`config.mk`:
```
export PLATFORM = sky130hd
export DESIGN_NAME = inv_round_tail
export DESIGN_NICKNAME = d
export VERILOG_FILES = /design/src/rtl/aes_pkg.sv /design/src/rtl/inv_mix_column.sv /design/src/rtl/inv_round_tail.sv
export SDC_FILE = /design/constraint.sdc
export NUM_CORES = 1
export LEC_CHECK = 0
export BUFFER_PORTS_ARGS = -buffer_cell sky130_fd_sc_hd__buf_2
export CAP_MARGIN = 40
export CORE_ASPECT_RATIO = 0.75
export CORE_MARGIN = 2
export CORE_UTILIZATION = 51
export CTS_CLUSTER_DIAMETER = 150
export CTS_CLUSTER_SIZE = 8
export DETAILED_ROUTE_END_ITERATION = 8
export GPL_ROUTABILITY_DRIVEN = 0
export PLACE_DENSITY = 0.83
export SLEW_MARGIN = 15
export SYNTH_ARGS = -nofsm -noshare
export SYNTH_HDL_FRONTEND = slang
export SYNTH_SLANG_ARGS = --single-unit
```
`constraint.sdc`:
```
create_clock -name clk -period 4.2 [get_ports clk]
set_input_delay 0.84 -clock clk [delete_from_list [all_inputs] [get_ports clk]]
set_output_delay 0.84 -clock clk [all_outputs]
set_load 0.02 [all_outputs]
```
`src/rtl/aes_pkg.sv`:
```
// AES shared definitions for the decryption round tail.
// GF(2^8) helpers and FSM encoding.
package aes_pkg;

    localparam int STATE_W = 128;
    localparam logic [7:0] AES_POLY = 8'h1b;

    typedef enum logic [1:0] {
        IDLE = 2'd0,
        MIX  = 2'd1,
        DONE = 2'd2
    } fsm_t;

    function automatic logic [7:0] xtime(input logic [7:0] a);
        return {a[6:0], 1'b0} ^ (a[7] ? AES_POLY : 8'h00);
    endfunction

    // Multiply by one of the InvMixColumns constants 09/0b/0d/0e.
    function automatic logic [7:0] gf_mul(input logic [7:0] a,
                                          input logic [7:0] c);
        logic [7:0] x2, x4, x8, r;
        x2 = xtime(a);
        x4 = xtime(x2);
        x8 = xtime(x4);
        case (c)
            8'h09:   r = x8 ^ a;
            8'h0b:   r = x8 ^ x2 ^ a;
            8'h0d:   r = x8 ^ x4 ^ a;
            8'h0e:   r = x8 ^ x4 ^ x2;
            default: r = 8'h00;
        endcase
        return r;
    endfunction

endpackage

```
`src/rtl/inv_mix_column.sv`:
```
// InvMixColumns on one 32-bit column.
// Byte 0 of the column sits in bits [31:24].
module inv_mix_column
    import aes_pkg::*;
(
    input  logic [31:0] i_col,
    output logic [31:0] o_col
);

    logic [7:0] w_b0, w_b1, w_b2, w_b3;

    assign w_b0 = i_col[31:24];
    assign w_b1 = i_col[23:16];
    assign w_b2 = i_col[15:8];
    assign w_b3 = i_col[7:0];

    // Circulant matrix rows {0e,0b,0d,09} rotated right per row.
    always_comb begin
        o_col[31:24] = gf_mul(w_b0, 8'h0e) ^ gf_mul(w_b1, 8'h0b)
                     ^ gf_mul(w_b2, 8'h0d) ^ gf_mul(w_b3, 8'h09);
        o_col[23:16] = gf_mul(w_b0, 8'h09) ^ gf_mul(w_b1, 8'h0e)
                     ^ gf_mul(w_b2, 8'h0b) ^ gf_mul(w_b3, 8'h0d);
        o_col[15:8]  = gf_mul(w_b0, 8'h0d) ^ gf_mul(w_b1, 8'h09)
                     ^ gf_mul(w_b2, 8'h0e) ^ gf_mul(w_b3, 8'h0b);
        o_col[7:0]   = gf_mul(w_b0, 8'h0b) ^ gf_mul(w_b1, 8'h0d)
                     ^ gf_mul(w_b2, 8'h09) ^ gf_mul(w_b3, 8'h0e);
    end

endmodule

```
`src/rtl/inv_round_tail.sv`:
```
// AES decryption round tail: AddRoundKey, then InvMixColumns
// one column per cycle unless the round is the last one.
module inv_round_tail
    import aes_pkg::*;
(
    input  logic               clk,
    input  logic               rst_n,
    input  logic               in_valid,
    output logic               in_ready,
    input  logic [STATE_W-1:0] state_in,
    input  logic [STATE_W-1:0] round_key,
    input  logic               last_round,
    output logic               out_valid,
    input  logic               out_ready,
    output logic [STATE_W-1:0] state_out
);

    fsm_t               r_fsm;
    fsm_t               w_fsm_nxt;
    logic [1:0]         r_col;
    logic [STATE_W-1:0] r_state;
    logic [STATE_W-1:0] w_mixed;
    logic [31:0]        w_col_in;
    logic [31:0]        w_col_out;
    logic               w_accept;

    inv_mix_column u_imc (
        .i_col (w_col_in),
        .o_col (w_col_out)
    );

    // Next state, handshake outputs; DONE can accept a new block.
    always_comb begin
        w_fsm_nxt = r_fsm;
        in_ready  = 1'b0;
        out_valid = 1'b0;
        unique case (r_fsm)
            IDLE: begin
                in_ready = 1'b1;
                if (in_valid)
                    w_fsm_nxt = last_round ? DONE : MIX;
            end
            MIX: begin
                if (r_col == 2'd3)
                    w_fsm_nxt = DONE;
            end
            DONE: begin
                out_valid = 1'b1;
                in_ready  = out_ready;
                if (out_ready) begin
                    if (in_valid)
                        w_fsm_nxt = last_round ? DONE : MIX;
                    else
                        w_fsm_nxt = IDLE;
                end
            end
            default: w_fsm_nxt = IDLE;
        endcase
    end

    assign w_accept  = in_valid & in_ready;
    assign state_out = r_state;

    // Select the active column and splice its mixed value back in.
    always_comb begin
        w_mixed = r_state;
        unique case (r_col)
            2'd0: w_col_in = r_state[127:96];
            2'd1: w_col_in = r_state[95:64];
            2'd2: w_col_in = r_state[63:32];
            default: w_col_in = r_state[31:0];
        endcase
        unique case (r_col)
            2'd0: w_mixed[127:96] = w_col_out;
            2'd1: w_mixed[95:64]  = w_col_out;
            2'd2: w_mixed[63:32]  = w_col_out;
            default: w_mixed[31:0] = w_col_out;
        endcase
    end

    // FSM state register.
    always_ff @(posedge clk or negedge rst_n) begin
        if (!rst_n)
            r_fsm <= IDLE;
        else
            r_fsm <= w_fsm_nxt;
    end

    // State register: load on accept, one column per MIX cycle.
    always_ff @(posedge clk or negedge rst_n) begin
        if (!rst_n) begin
            r_state <= '0;
            r_col   <= 2'd0;
        end else if (w_accept) begin
            r_state <= state_in ^ round_key;
            r_col   <= 2'd0;
        end else if (r_fsm == MIX) begin
            r_state <= w_mixed;
            r_col   <= r_col + 2'd1;
        end
    end

endmodule

```
==> results of run 1 <==
## per-stage QoR
step,hold slack [ps],util [%],area (sq um)
2_1_floorplan,457.5,-,10380
3_3_place_gp,489.9,62.97,12660
3_5_place_dp,513.9,63.43,12750
4_1_cts,513.7,66.70,13410
5_1_grt,541.8,66.95,13460
6_report,473.4,66.95,13460
## cell type report
type	count	area [sq um]	share of cell area [%]
tap	258	322.8	2.399
clock buffer	19	452.9	3.366
clock inverter	13	203.9	1.516
multi-input combinational	915	6691	49.73
sequential	132	3303	24.55
timing repair buffer	445	2456	18.25
inverter	7	26.28	0.1953
## worst max-delay path, stage by stage (launching register included)
cell	delay, ps
dfrtp_1	440
inv_1	100
ha_1	330
buf_8	220
buf_4	170
a222oi_1	610
xor2_1	220
xor2_1	190
o21ai_0	510
xnor2_1	240
xnor2_1	200
xnor2_1	600
o21ai_1	190
## what timing repair did
action,CTS,global route
buffers inserted,0,2
setup endpoints to repair,0,10
resized for setup,0,1
## placed cells by master, fill, tap and decap left out, types with 4 or more instances in the layout
cell       synthesis  layout
buf_2             10     389
xnor2_1          221     220
xor2_1           163     163
dfrtp_1          132     132
a21oi_1          100     100
nor2_1            80      79
nand2_1           59      59
o22ai_1           55      55
buf_4              0      49
o21ai_0           45      45
a22oi_1           45      45
o21ai_1           39      39
a222oi_1          32      32
clkbuf_16          0      17
a211oi_1          12      12
mux2i_1           11      11
a221o_1            9       9
inv_1              6       6
and2_1             6       6
xnor3_1            6       6
bufinv_16          0       5
a211o_1            4       4
ha_1               5       4
clkinv_2           0       4
## cell families after synthesis
kind of cell,Yosys count
compound gates,346
simple gates,152
xor+xnor,398
flops,132
fa+ha+maj,5
buf+inv,101
mux,14
## flip-flops by register name, summed over array words and instances (netlist names)
register,count
r_fsm,2
state_out,128
r_col,2
## layer usage
metal	part of all wire, %	wire (um)	GRT usage [%]	up-vias
met5	0	0	0	-
met4	5.8	2529	17.60	0
met3	15	6448	13.69	263
met2	44	19360	61.86	1078
met1	35	15280	51.05	5358
li1	-	-	-	4738
## how the worst max path moves through the flow
stage,startpoint,endpoint,slack [ps],depth (start not counted)
floorplan,r_col[0],state_out[20],620,12
global placement,r_col[0],state_out[70],210,9
detailed placement,r_col[0],state_out[109],190,12
CTS,r_col[0],state_out[77],130,12
global route,r_col[0],state_out[109],10,12
finish,r_col[0],state_out[78],10,12
==> metrics.md, run 1 <==
| Metric | Value |
|---|---|
| Status | finished, violations left |
| Failing checks | design-rule violations |
| Largest net degree at the start of global routing | 94 |
| Synthesis-to-layout area growth | 29.69% |
| Crit Path Max Fanout | 18 |
| Critical path capture point type | flop |
| TritonCTS clock tree | built |
| Synth Instances | 1148 |
| Antenna Nets Post-Route | 0 |
| Final Non-Filler Cells | 1789 |
| Worst-path clk slew | 60 ps |
| Rows | 45 |
| Hold buffer count at CTS | 0 |
| Synth Area in Compound Gates | 21.07% |
| Setup violations, final | 0 |
| Min Clock Period, post-route | 4186 ps |
| H-tree Lvls | 4 |
| Ant. Diodes | 0 |
| Die Span Y | 127.5 um |
| Syn Area/Cell | 9.039 sq um |
| Fin worst setup slack | 14.24 ps |
| Synth Net Count | 1414 |
| Synth Area in XOR/XNOR | 35.45% |
| Worst reg2reg setup slack | 10 ps |
| Most common cell in the synthesized netlist | xnor2_1 |
| Synth area leaders | dfrtp_1, xnor2_1, xor2_1 |
| Vias/cell | 6.393 |
| Worst r2r src | r_col[0] |
| Post-synthesis mux area share | 1.387% |
| Final Cycle Share | 99.66% |
| Clock latency on the worst-skew pair | 430 ps |
| Main synth FF type | dfrtp_1 |
| Final setup TNS | 0 ps |
| Fin nets | 1784 |
| FF-to-FF path depth | 12 |
| Initial DRC Count | 2263 |
| DP HPWL | 32890 um |
| Io pins | 391 |
| Post-Synth Adder-Cell Area | 0.6029% |
| Sequential fraction of the synthesis area | 31.83% |
| Main combinational cell family by area after synthesis | XOR/XNOR gates |
| Fmax | 0.2389 GHz |
| RSZ-0062 raised after global routing | no |
| Filler Cells Inserted | 1502 |
| Drt wl/cell | 24.39 um |
| Yosys warns | 0 |
| Die area | 21510 sq um |
| Slew @ Worst Pin | 943.6 ps |
| Synth area leader | dfrtp_1 |
| Clock buffer depth | 2 |
| Worst Hold Class | in -> async |
| MaxCap Viol Count | 0 |
| #FFs+latches synth | 132 |
| Crit path DAT | 4460 ps |
| Final Skew | 10.82 ps |
| Most frequent cells after synthesis | xnor2_1, xor2_1, dfrtp_1, a21oi_1, nor2_1 |
| GRT Residual Overflow | 0 |
| Vias after detailed routing | 11440 |
| Synthesized area | 10380 sq um |
| Total wire length | 43630 um |
| Ys async rst share | 100.0% |
| Max Transition Viols Final | 0 |
| DP Worst Slack | 192.1 ps |
| Initial Utilization | 51.62% |
| Core Footprint | 20100 sq um |
| Post-synth top area share | 31.83% |
| 1st-pass router iterations | 9 |
| CTS Sinks | 132 |
| Final hold vios | 0 |
| Slew margin rel. | 36.64% |
| DRC | 5 |
| Clk root buf | clkbuf_16 |
| WS Path Type | reg -> reg |
| Post-synth cell types | 39 |
| Worst R2R End | state_out[78] |
| Number of synthesized flops with an enable pin | 0 |
| Synth Area in Simple Gates | 5.812% |
| Vias in the first global route | 11040 |
| First-pass GRT wire length | 64900 um |
| Worst Path Required | 4470 ps |
| Share of cells above drive strength 1 | 32.20% |
| Placed Cells | 1753 |
| TritonCTS Buffers | 17 |
| Startpoint types | flop |
| Chip width | 168.7 um |
| GRT Util Overall | 39.99% |
| Initial antenna violation count | 0 |
| Port buffer count | 390 |
Power of run 1 is not shown: default switching activity piles up to over one toggle a cycle in this logic, so the estimate is an artifact.
==> run 2: changes to the inputs <==
Settings changed: CORE_AREA from default to 2 2 150 152, CORE_ASPECT_RATIO 0.75 to default, CORE_MARGIN 2 to default, CORE_UTILIZATION 51 to default, DIE_AREA from default to 0 0 152 154, PLACE_DENSITY 0.83 to 0.78.
==> metrics.md, run 2 (synthesis gave the netlist of run 1 again) <==
| Metric | Value |
|---|---|
| Status | finished, violations left |
| Failing checks | design-rule violations |
| Largest net degree at the start of global routing | 81 |
| RSZ-0062 raised after global routing | no |
| Vias in the first global route | 11010 |
| First-pass GRT wire length | 64600 um |
| Final hold vios | 0 |
| GRT Util Overall | 35.96% |
| Total wire length | 43430 um |
| Vias after detailed routing | 11110 |
| Antenna Nets Post-Route | 0 |
| Share of cells above drive strength 1 | 32.09% |
| Worst reg2reg setup slack | 210 ps |
| Synthesis-to-layout area growth | 29.56% |
| Port buffer count | 390 |
| Slew @ Worst Pin | 946.2 ps |
| H-tree Lvls | 4 |
| FF-to-FF path depth | 11 |
| Final Skew | 8.577 ps |
| Rows | 54 |
| Max reg flops | 128 |
| Post-CTS resize count | 0 |
| Core Footprint | 21690 sq um |
| Setup bufs post-CTS | 0 |
| Initial Utilization | 47.84% |
| Die area | 23410 sq um |
| Worst Hold Class | in -> async |
| Final Cycle Share | 95.09% |
| Critical path capture point type | flop |
| Most frequent cells in the layout | buf_2, xnor2_1, xor2_1 |
| MaxCap Viol Count | 0 |
| DRC | 1 |
| Worst-path clk slew | 60 ps |
| Placed Cells | 1780 |
| Startpoint types | flop |
| Ant. Diodes | 0 |
| GRT Residual Overflow | 0 |
| Chip width | 152 um |
| Clock latency on the worst-skew pair | 440 ps |
| Final setup TNS | 0 ps |
| Hold buffer count at CTS | 0 |
| Initial antenna violation count | 0 |
| Fmax | 0.2504 GHz |
| Slew margin rel. | 36.77% |
| WS Path Type | reg -> reg |
| Vias/cell | 6.129 |
| TritonCTS Buffers | 17 |
| Die Span Y | 154 um |
| Filler Cells Inserted | 1755 |
| Fin nets | 1786 |
| Crit path from | r_col[0] |
| Final Non-Filler Cells | 1813 |
| DP HPWL | 33510 um |
| Worst Path Required | 4500 ps |
| Drt wl/cell | 23.95 um |
| Clk root buf | clkbuf_16 |
| Max Transition Viols Final | 0 |
| Io pins | 391 |
| Min Clock Period, post-route | 3994 ps |
| Setup violations, final | 0 |
| Crit Path Max Fanout | 22 |
| Clock buffer depth | 2 |
| 1st-pass router iterations | 9 |
| Initial DRC Count | 1947 |
| Crit path DAT | 4290 ps |
| Worst R2R End | state_out[27] |
| Most common cell after layout, fill and taps aside | buf_2 |
| Fin Hold WS | 257.4 ps |
| CTS Sinks | 132 |
| Worst r2r src | r_col[0] |
| TritonCTS clock tree | built |
==> run 2: layer usage <==
layer	part of all wire (%)	track usage, %	vias up
met3	12	8.822	226
li1	-	-	4740
met2	47	58.32	966
met1	35	44.38	5179
met4	6.3	19.27	0
met5	0	0	-
==> run 2: area by class of cell <==
type | instances | area (sq um) | share of cell area (%)
inverter | 7 | 26.28 | 0.1955
tap | 280 | 350.3 | 2.606
multi-input combinational | 915 | 6684 | 49.72
clock inverter | 10 | 146.4 | 1.089
clock buffer | 22 | 474.2 | 3.528
sequential | 132 | 3303 | 24.57
timing repair buffer | 447 | 2459 | 18.29
==> run 2: through the flow <==
stage / setup slack, ps / utilization [%] / instance area [sq um]
3_3_place_gp: 513.9 / 58.76 / 12740
2_1_floorplan: 623.1 / - / 10380
5_1_grt: 120.1 / 61.98 / 13440
4_1_cts: 332.0 / 61.95 / 13440
3_5_place_dp: 456.0 / 59.09 / 12810
6_report: 206.4 / 61.98 / 13440
==> run 2: how the worst max path moves through the flow <==
| stage | end | slack [ps] | depth (start not counted) |
|---|---|---|---|
| after global routing | state_out[123] | 120 | 11 |
| after detailed placement | state_out[27] | 460 | 11 |
| after floorplan | state_out[20] | 620 | 12 |
| final | state_out[27] | 210 | 11 |
| after global placement | state_out[27] | 510 | 11 |
| after CTS | state_out[27] | 330 | 11 |
==> run 2: critical path, cell delays in order, from the launching register on <==
cell and delay, ps:
dfrtp_1 450, inv_1 110, ha_1 230, buf_4 220, a222oi_1 700, xor2_1 320
o21a_1 200, xor2_1 370, xnor3_1 430, xor2_1 210, xnor2_1 460, a21oi_1 150
Power of run 2 is left out for the same reason.
==> run 3: changes to the inputs <==
==> constraint.sdc (replaced) <==
create_clock -name clk -period 4.2 [get_ports clk]
set_input_delay 1.05 -clock clk [delete_from_list [all_inputs] [get_ports clk]]
set_output_delay 1.05 -clock clk [all_outputs]
set_load 0.02 [all_outputs]
==> metrics.md, run 3 (synthesis gave the netlist of run 1 again) <==
| Metric | Value |
|---|---|
| Io pins | 391 |
| Synthesis-to-layout area growth | 29.66% |
| Critical path capture point type | flop |
| Worst Hold Class | in -> async |
| Largest net degree at the start of global routing | 88 |
| DP HPWL | 32980 um |
| Clk root buf | clkbuf_16 |
| Vias/cell | 6.036 |
| Fmax | 0.2498 GHz |
| Most common cell after layout, fill and taps aside | buf_2 |
| Final setup TNS | 0 ps |
| Post-CTS resize count | 0 |
| Most frequent cell on the critical path | xnor2_1 |
| Antenna Nets Post-Route | 0 |
| Crit Path Max Fanout | 12 |
| Die area | 23410 sq um |
| GRT Util Overall | 35.11% |
| Core Footprint | 21690 sq um |
| MaxCap Viol Count | 0 |
| TritonCTS Buffers | 17 |
| GRT Residual Overflow | 0 |
| Worst-path clk slew | 60 ps |
| Fin nets | 1786 |
| Final Cycle Share | 95.33% |
| Vias after detailed routing | 10950 |
| Die Span Y | 154 um |
| Vias in the first global route | 10720 |
| Startpoint types | flop |
| WS Path Type | reg -> reg |
| Most frequent cells in the layout | buf_2, xnor2_1, xor2_1 |
| Clock latency on the worst-skew pair | 430 ps |
| 1st-pass router iterations | 9 |
| First-pass GRT wire length | 63350 um |
| Chip width | 152 um |
| Status | complete, no violations |
| Rows | 54 |
| Slowest CP cell | a222oi_1 |
| Final hold vios | 0 |
| Share of cells above drive strength 1 | 32.22% |
| Drt wl/cell | 23.48 um |
| H-tree Lvls | 4 |
| Slew @ Worst Pin | 834.5 ps |
| RSZ-0062 raised after global routing | no |
| Worst-path cell chain | inv_1 -> ha_1 -> buf_4 -> a222oi_1 -> xor2_1 -> a21oi_1 -> xnor3_2 -> xnor2_1 -> xnor2_1 -> xnor2_1 -> a21oi_1 |
| DRC | 0 |
| Setup violations, final | 0 |
| Total wire length | 42600 um |
| Clock buffer depth | 2 |
| TritonCTS clock tree | built |
| Port buffer count | 390 |
| Initial DRC Count | 1714 |
| Max reg flops | 128 |
| Initial antenna violation count | 0 |
| Final Skew | 8.230 ps |
| Initial Utilization | 47.84% |
| Crit path DAT | 4300 ps |
| Min Clock Period, post-route | 4004 ps |
| Filler Cells Inserted | 1786 |
| CTS Sinks | 132 |
| Fin Hold WS | 406.6 ps |
| Max Transition Viols Final | 0 |
| Slew margin rel. | 44.24% |
| Slowest stage delay, CP | 750 ps |
| Worst Path Required | 4490 ps |
run 3: cell count changes in the layout (fill, tap and decap cells not counted), moves of 2 or more:
| cell | previous run | this run |
|---|---|---|
| buf_4 | 51 | 47 |
| buf_8 | 1 | 4 |
| inv_6 | 2 | 5 |
| buf_12 | 2 | 4 |
| bufinv_16 | 3 | 1 |
| clkbuf_1 | 2 | 0 |
| clkbuf_8 | 3 | 1 |
| clkinv_4 | 1 | 3 |
| clkinvlp_4 | 4 | 2 |
| inv_8 | 0 | 2 |
run 3: path summary, 6_finish.rpt:
kind / slack [ps] / startpoint / cells past startpoint / end
min in group clk: 510 / r_fsm[1] / 1 / r_fsm[0]
worst min register to register: 510 / r_fsm[1] / 1 / r_fsm[0]
worst min-delay path: 410 / rst_n / 1 / state_out[114]
worst max-delay path: 200 / r_col[0] / 11 / state_out[28]
worst max register to register: 200 / r_col[0] / 11 / state_out[28]
max in group asynchronous: 3180 / rst_n / 2 / state_out[32]
run 3: through the flow:
step / cell area [sq um] / utilization [%] / cells / worst slack, ps
after floorplan: 10380 / - / 1148 / 623.1
after global placement: 12740 / 58.74 / 1773 / 412.7
after detailed placement: 12830 / 59.18 / 1779 / 262.1
after CTS: 13420 / 61.86 / 1811 / 249.1
after global routing: 13450 / 62.02 / 1813 / 76.99
final: 13450 / 62.03 / 1814 / 196.3
run 3: final cells by class:
type                       instances  area (sq um)  area share, %
sequential                       132          3303          24.55
tap                              280         350.3          2.604
multi-input combinational        915          6684          49.68
inverter                           7         26.28         0.1953
clock inverter                    14         142.6          1.060
antenna                            1         2.502        0.01860
timing repair buffer             447          2506          18.63
clock buffer                      18         439.2          3.264
run 3: critical path: cells and delay by family (launching register included):
family / cells / cell delay, ps
buffers and inverters: 2 / 310
xor gates and xnor gates: 5 / 1530
DFF: 1 / 460
adders and majority gates: 1 / 220
AOI/OAI and AO/OA: 3 / 1330
run 3: repair_timing:
item | in CTS | in global routing
setup endpoints to repair | 0 | 4
hold buffers | 0 | 0
setup buffers | 0 | 1
run 3: per-layer routing:
metal / wire (um) / part of all wire [%] / global-route usage [%]
met3: 4986 / 12 / 8.174
met1: 14990 / 35 / 43.19
met2: 20050 / 47 / 57.16
met5: 0 / 0 / 0
met4: 2575 / 6.0 / 19.40
Power of run 3 is left out for the same reason.
